==> src/rtl/hazard_ctrl.sv <==
// hazard_ctrl: pipeline hazard controller.
//   - Detects load-use hazards and inserts a single bubble into ID/EX.
//   - Freezes the pipeline while the multi-cycle data memory is busy, then
//     spends one RESUME cycle before returning to RUN.
//   - Raises a sticky mem_timeout and freezes for good (ERR) if the memory
//     stays busy too long. Only reset leaves ERR.
//   - Selects operand forwarding sources (MEM over WB over register file).
// Optional feature: define HAZARD_STALL_CNT_EN to build a saturating counter
// of stall cycles. When it is undefined, stall_cnt is tied to zero.
//
// Handshake/enable semantics: pc_en, ifid_en and buf_en are update enables.
// A 0 holds the stage. idex_flush = 1 loads a bubble into ID/EX. All of these
// are combinational from the current state and inputs, so a hazard acts in
// the same cycle it is seen.
// dbg_state exposes the FSM state: 0 RUN, 1 MEM_WAIT, 2 RESUME, 3 ERR.
module hazard_ctrl #(
    parameter int MAX_WAIT = 15,
    parameter int CNT_W    = 16
) (
    input  logic             clk,
    input  logic             rst_n,
    input  logic [4:0]       id_rs,
    input  logic [4:0]       id_rt,
    input  logic             id_valid,
    input  logic [4:0]       ex_rd,
    input  logic             ex_regwrite,
    input  logic             ex_memread,
    input  logic [4:0]       mem_rd,
    input  logic             mem_regwrite,
    input  logic [4:0]       wb_rd,
    input  logic             wb_regwrite,
    input  logic             mem_busy,
    output logic             pc_en,
    output logic             ifid_en,
    output logic             idex_flush,
    output logic             buf_en,
    output logic [1:0]       fwd_a,
    output logic [1:0]       fwd_b,
    output logic             fp,
    output logic             mem_timeout,
    output logic [CNT_W-1:0] stall_cnt,
    output logic [1:0]       dbg_state
);

    localparam int WAIT_W = (MAX_WAIT < 2) ? 1 : $clog2(MAX_WAIT + 1);

    typedef enum logic [1:0] {
        ST_RUN      = 2'd0,
        ST_MEM_WAIT = 2'd1,
        ST_RESUME   = 2'd2,
        ST_ERR      = 2'd3
    } state_t;

    state_t            r_state;
    logic [WAIT_W-1:0] r_wait_cnt;
    logic              r_timeout;

    logic              w_lu;
    logic              w_run_like;

    // Load-use hazard: the instruction in EX is a load whose destination
    // is a source of the instruction in ID. Register 0 never matches.
    assign w_lu = id_valid & ex_memread & ex_regwrite & (ex_rd != 5'd0) &
                  ((ex_rd == id_rs) | (ex_rd == id_rt));

    // RESUME issues like RUN. It exists only to mark the cycle after a wait.
    assign w_run_like = (r_state == ST_RUN) || (r_state == ST_RESUME);

    // Pipeline enables: reset values while in reset, freeze on memory wait or
    // error, single bubble on load-use. mem_busy takes priority over load-use.
    always_comb begin
        pc_en      = 1'b0;
        ifid_en    = 1'b0;
        idex_flush = 1'b1;
        buf_en     = 1'b0;
        if (rst_n) begin
            if (w_run_like && !mem_busy && w_lu) begin
                idex_flush = 1'b1;
            end else if (w_run_like && !mem_busy) begin
                pc_en      = 1'b1;
                ifid_en    = 1'b1;
                idex_flush = 1'b0;
                buf_en     = 1'b1;
            end else begin
                idex_flush = 1'b0;
            end
        end
    end

    // Forwarding selects: MEM (10) beats WB (01). Register 0 is never
    // forwarded. The selects are forced to 00 in reset and in ERR.
    always_comb begin
        fwd_a = 2'b00;
        fwd_b = 2'b00;
        if (rst_n && (r_state != ST_ERR)) begin
            if (mem_regwrite && (mem_rd != 5'd0) && (mem_rd == id_rs)) begin
                fwd_a = 2'b10;
            end else if (wb_regwrite && (wb_rd != 5'd0) && (wb_rd == id_rs)) begin
                fwd_a = 2'b01;
            end
            if (mem_regwrite && (mem_rd != 5'd0) && (mem_rd == id_rt)) begin
                fwd_b = 2'b10;
            end else if (wb_regwrite && (wb_rd != 5'd0) && (wb_rd == id_rt)) begin
                fwd_b = 2'b01;
            end
        end
    end

    assign fp          = (fwd_a != 2'b00) | (fwd_b != 2'b00);
    assign mem_timeout = r_timeout;
    assign dbg_state   = r_state;

    // Control FSM with its wait counter and the sticky timeout flag.
    always_ff @(posedge clk or negedge rst_n) begin
        if (!rst_n) begin
            r_state    <= ST_RUN;
            r_wait_cnt <= '0;
            r_timeout  <= 1'b0;
        end else begin
            case (r_state)
                ST_RUN, ST_RESUME: begin
                    if (mem_busy) begin
                        r_state    <= ST_MEM_WAIT;
                        r_wait_cnt <= WAIT_W'(1);
                    end else begin
                        r_state    <= ST_RUN;
                    end
                end
                ST_MEM_WAIT: begin
                    if (!mem_busy) begin
                        r_state    <= ST_RESUME;
                    end else if (r_wait_cnt == WAIT_W'(MAX_WAIT)) begin
                        r_state    <= ST_ERR;
                        r_timeout  <= 1'b1;
                    end else begin
                        r_wait_cnt <= r_wait_cnt + WAIT_W'(1);
                    end
                end
                ST_ERR: begin
                    r_state   <= ST_ERR;
                    r_timeout <= 1'b1;
                end
                default: begin
                    r_state <= ST_RUN;
                end
            endcase
        end
    end

`ifdef HAZARD_STALL_CNT_EN
    logic [CNT_W-1:0] r_stall_cnt;

    // Saturating count of every cycle in which the PC was held.
    always_ff @(posedge clk or negedge rst_n) begin
        if (!rst_n) begin
            r_stall_cnt <= '0;
        end else if (!pc_en && (r_stall_cnt != {CNT_W{1'b1}})) begin
            r_stall_cnt <= r_stall_cnt + CNT_W'(1);
        end
    end

    assign stall_cnt = r_stall_cnt;
`else
    assign stall_cnt = '0;
`endif

endmodule

==> config.mk <==
export PLATFORM = sky130hd
export DESIGN_NAME = hazard_ctrl
export DESIGN_NICKNAME = d
export VERILOG_FILES = /design/src/rtl/hazard_ctrl.sv
export SDC_FILE = /design/constraint.sdc
export NUM_CORES = 1
export LEC_CHECK = 0
export BUFFER_PORTS_ARGS = -buffer_cell sky130_fd_sc_hd__buf_4
export CORE_MARGIN = 2
export CORE_UTILIZATION = 35
export CTS_CLUSTER_DIAMETER = 50
export DETAILED_ROUTE_END_ITERATION = 6
export PLACE_DENSITY = 0.69
export SLEW_MARGIN = 20
export SYNTH_ARGS = -nofsm -noshare
export SYNTH_HDL_FRONTEND = slang
export SYNTH_SLANG_ARGS = --single-unit
export TNS_END_PERCENT = 5
==> constraint.sdc <==
create_clock -name clk -period 4.8 [get_ports clk]
set_input_delay 0.48 -clock clk [delete_from_list [all_inputs] [get_ports clk]]
set_output_delay 0.48 -clock clk [all_outputs]
set_load 0.01 [all_outputs]
# ---- Word level (Yosys, flattened, before mapping)
# Index checks and enable logic that the tools add are counted.
# Widths: inputs -> output; s select.
dict set report totals {
  regBits 7
  latchBits 0
  mem_bits_rw 0
  mem_bits_ro 0
  input_bits 33
  out_inout_bits 28
  elab_cells 70
  n_memories 0
}
dict set report classes {
  add_sub_neg 1
  multipliers 0
  n_div 0
  magnitude_cmp 0
  eq_ne 16
  n_shift 0
  n_mux 22
  n_bitwise 6
  reduce_logical 22
}
# op count
set ops {}
lappend ops {{$eq 5x5->1} 6}
lappend ops {{$reduce_bool 5->1} 3}
lappend ops {{$mux 2} 6}
lappend ops {{$mux 4} 3}
lappend ops {{$mux 1} 10}
lappend ops {{$ne 2x2->1 const B} 5}
lappend ops {{$logic_and 1x1->1} 9}
lappend ops {{$pmux 4 s2} 1}
lappend ops {{$reduce_bool 2->1} 4}
lappend ops {{$pmux 2 s3} 1}
lappend ops {{$add 4x1->4 const B} 1}
lappend ops {{$and 1x1->1} 4}
lappend ops {{$eq 2x2->1 const B} 2}
lappend ops {{$eq 4x4->1 const B} 1}
lappend ops {{$reduce_and 4->1} 1}
lappend ops {{$ne 3x3->1 const B} 1}
lappend ops {{$reduce_and 3->1} 1}
lappend ops {{$eq 2x1->1 const B} 1}
lappend ops {{$logic_not 2->1} 1}
lappend ops {{$or 1x1->1} 2}
lappend ops {{$pmux 1 s2} 1}
lappend ops {{$reduce_or 2->1} 1}
lappend ops {{$logic_not 1->1} 1}
lappend ops {{$logic_or 1x1->1} 1}

# ---- Logic depth before layout (Yosys ltp)
dict set report logic_depth {
  depth_word 8
  depth_mapped 6
  depth_no_buf 6
}

# ---- Worst setup path before layout
# OpenSTA, ideal clock, no wires.
dict set report synth_path {
  path_kind {input to output}
  startpoint {input port mem_rd[1]}
  endpoint {output port fp}
  arrival_ns 1.878
  setup_slack_ns 2.442
  path_stages 5
  n_path_buf 0
  path_cell_list {or4_1 > nor2_2 > nor4_1 > nor4_1 > or3_1}
}
dict set report synth_via {
  elab_chain_len 7
}
# element line
set synth_lines {}
lappend synth_lines {{from (decl)} 28} ;# input logic [4:0] mem_rd,
lappend synth_lines {{$reduce_bool 5->1} 101} ;# if (mem_regwrite && (mem_rd != 5'd0) && (mem_rd == id_rt)) begin
lappend synth_lines {{$logic_and 1x1->1} 101}
lappend synth_lines {{$logic_and 1x1->1 (*)} 101}
lappend synth_lines {{$mux 2 (*)} 101}
lappend synth_lines {{$mux 2 (*)} 95} ;# if (rst_n && (r_state != ST_ERR)) begin
lappend synth_lines {{via fwd_b[0]} 38} ;# output logic [1:0] fwd_b,
lappend synth_lines {{$reduce_bool 2->1 (*)} 109} ;# assign fp = (fwd_a != 2'b00) | (fwd_b != 2'b00);
lappend synth_lines {{$or 1x1->1 (*)} 109}
lappend synth_lines {{to (decl)} 39} ;# output logic fp,
# Mark *: on every way through the listed nets, which the timed path passes. The rest lies on a longest branch.

# ---- Worst setup path after layout
dict set report layout_path {
  startpoint {input port mem_rd[1]}
  endpoint {output port fp}
}
dict set report layout_via {
  elab_chain_len 7
}
# element line
set layout_lines {}
lappend layout_lines {{$reduce_bool 5->1} {96, 101}}
lappend layout_lines {{$logic_and 1x1->1} {96, 101}}
lappend layout_lines {{$logic_and 1x1->1, on equally long branches} {96, 101}}
lappend layout_lines {{$mux 2, on equally long branches} {96, 101}}
lappend layout_lines {{$mux 2} 95}
lappend layout_lines {{$reduce_bool 2->1} 109}
lappend layout_lines {{$or 1x1->1 (*)} 109}
# Mark *: on every way between the ends. The rest lies on a longest branch, timed or not.

==> metrics.txt <==
top sig layer met4; #FFs+latches synth 7; FMAX 0.400 GHz; dpl hpwl 2000 um; most common cell in the synthesized netlist buf_4; Site Rows 18; DRC 0; first-pass GRT wire length 3620 um; Worst VDD drop 0.000196 V; core area 0.00250 mm^2; Synth Flop Type dfrtp_1; hold_ws 47.6 ps; register area 175 um^2; CP endpoint kind output port; Synth top cells by count buf_4 (18), xnor2_1 (16), xor2_1 (14); count of pins over their slew limit 0; DR vias/cell 4.87; die area 0.00307 mm^2; final net count 195; synth unique cells 31; worst skew pair latency 250 ps; Mapped Area 926 um^2; Final ANT Viol Nets 0; antenna violations before repair 0; Worst Setup Start Kind input port; main combinational cell family by area after synthesis XOR/XNOR gates; Leakage 0.000594 uW; Antenna diodes 0; CTS Buf Count 3; leading area contributor after synthesis dfrtp_1; Die Wd 55.4 um; Ys Warns 0; Final Cycle Share 52.1%; Final GP Congestion 0.888; TNS Setup 0 ps; P&R area growth vs syn 33.2%; vias in the first global route 872; Arrival @ worst endpoint 2020 ps; metal3 WL 152 um; share of cells above drive strength 1 31.3%; post-synthesis sequential area ratio 18.9%; Avg WL per Cell 12.0 um; Placed Instance Area 0.00121 mm^2; Post-CTS Setup Bufs 0; xor-xnor portion of the synthesized cell area 28.4%; PwrDens 236 mW/mm^2; clock tree sinks 7; 1st-iter DRT viols 9; status finished, final reports clean; min Tclk post-route 2500 ps; final WL 2280 um; Global Route Usage Sum 13.9%; RSZ-0062 raised after global routing false; MaxCap Viol Count 0; I/O Buffers 44; Post-synth EDFFs 0; worst setup path category in -> out; design area 0.00123 mm^2; Synth area leaders dfrtp_1 (19%), xnor2_1 (15%), buf_4 (15%); top cell type's share of synthesized area 18.9%; routed via count 925; post-layout util 49.3%; Syn Inst Count 117; mux cell area share after synthesis 1.08%; FFs w/ async S/R, synth 100%; Worst Skew 3.57 ps; largest net degree at the start of global routing 14; simple-gate share of the synthesized area 23.4%; Fillers 246; worst hold path type in -> async; Worst Path Required 4320 ps; met1 wire length 938 um; Synth Area in Adders 1.35%; buffer depth of the longest clock path 2; # H-tree levels 1; Crit Path Max Fanout 3; CTS resizes 0; WL met2 1180 um; Final Hold Viols 0; Final Setup Violations 0; CTS clk-pin slew, worst paths 50 ps; CTS tree yes; GRT overflow 0; Worst Tran Pin Value 537 ps; multi-input logic area 653 um^2; Avg Cell Area, Syn 7.91 um^2; TritonRoute pass-1 iters 4; initial core utilization 37.0%; Die Y 55.4 um; I/O pins 61; hold_buf cts 0; Root Driver clkbuf_4; Slew headroom 64.0%; Synth Area in Compound Gates 9.86%
## final timing paths
path                                           start                   endpoint  slack, ps  cells after the start
setup / recovery                           mem_rd[1]                         fp       2300                      7
hold / removal                                 rst_n  r_wait_cnt[2]$_DFFE_PN0P_         50                      1
setup reg to reg           r_wait_cnt[0]$_DFFE_PN0P_  r_wait_cnt[2]$_DFFE_PN0P_       3030                      6
hold reg to reg              mem_timeout$_DFFE_PN0P_    mem_timeout$_DFFE_PN0P_        460                      1
max in group asynchronous                      rst_n    mem_timeout$_DFFE_PN0P_       4600                      1
min in group clk             mem_timeout$_DFFE_PN0P_    mem_timeout$_DFFE_PN0P_        460                      1
## placed cells by master, fill, tap and decap left out, types with 4 or more instances in the layout
cell type and count:
nor3_1 5, nand3_1 8, xnor2_1 16, nand2_1 5
o21ai_0 7, conb_1 16, dfrtp_1 7, nor2_1 4
buf_4 44, xor2_1 14
## layer usage
layer | GRT usage, % | up-vias
met2 | 25.7 | 41
met4 | 4.53 | 0
met3 | 1.87 | 2
met5 | 0 | -
met1 | 16.2 | 425
li1 | - | 457
## critical path, stage by stage
cell and delay [ps]:
buf_4 120, or4_1 530, nor2_2 130, nor4_1 100, o211a_1 220, or3_1 300, buf_4 150
## area by class of cell
class / count / share of cell area (%)
Multi-Input combinational cell: 102 / 52.9
Timing Repair Buffer: 44 / 26.8
Sequential cell: 7 / 14.2
Tap cell: 30 / 3.04
Clock buffer: 4 / 2.13
Inverter: 3 / 0.913
## kinds of logic (layout without fill, tap and decap cells)
| family | after synthesis | after routing |
|---|---|---|
| AOI/OAI and AO/OA | 15 | 15 |
| xor gates and xnor gates | 30 | 30 |
| adders and majority gates | 1 | 1 |
| buffers and inverters | 23 | 51 |
| DFF | 7 | 7 |
| muxes | 1 | 1 |
| other | 1 | 16 |
| and+or+nand+nor | 39 | 39 |
## sequential cells by signal, summed over array words and instances (netlist names)
signal and count:
mem_timeout 1, r_wait_cnt 4, dbg_state 2
## through the flow
step | setup slack [ps] | power [uW] | cells
floorplan | 2440 | 191 | 132
global placement | 2300 | 232 | 186
detailed placement | 2300 | 237 | 186
CTS | 2300 | 292 | 190
global route | 2210 | 313 | 190
finish | 2300 | 291 | 190
## power breakdown
part	total, uW	internal [uW]	switching, uW
sequential	99.8	78.5	21.3
combinational	137	65.4	71.6
clock	53.9	31.7	22.2
total	291	176	115
(Power assumes the default switching activity.)
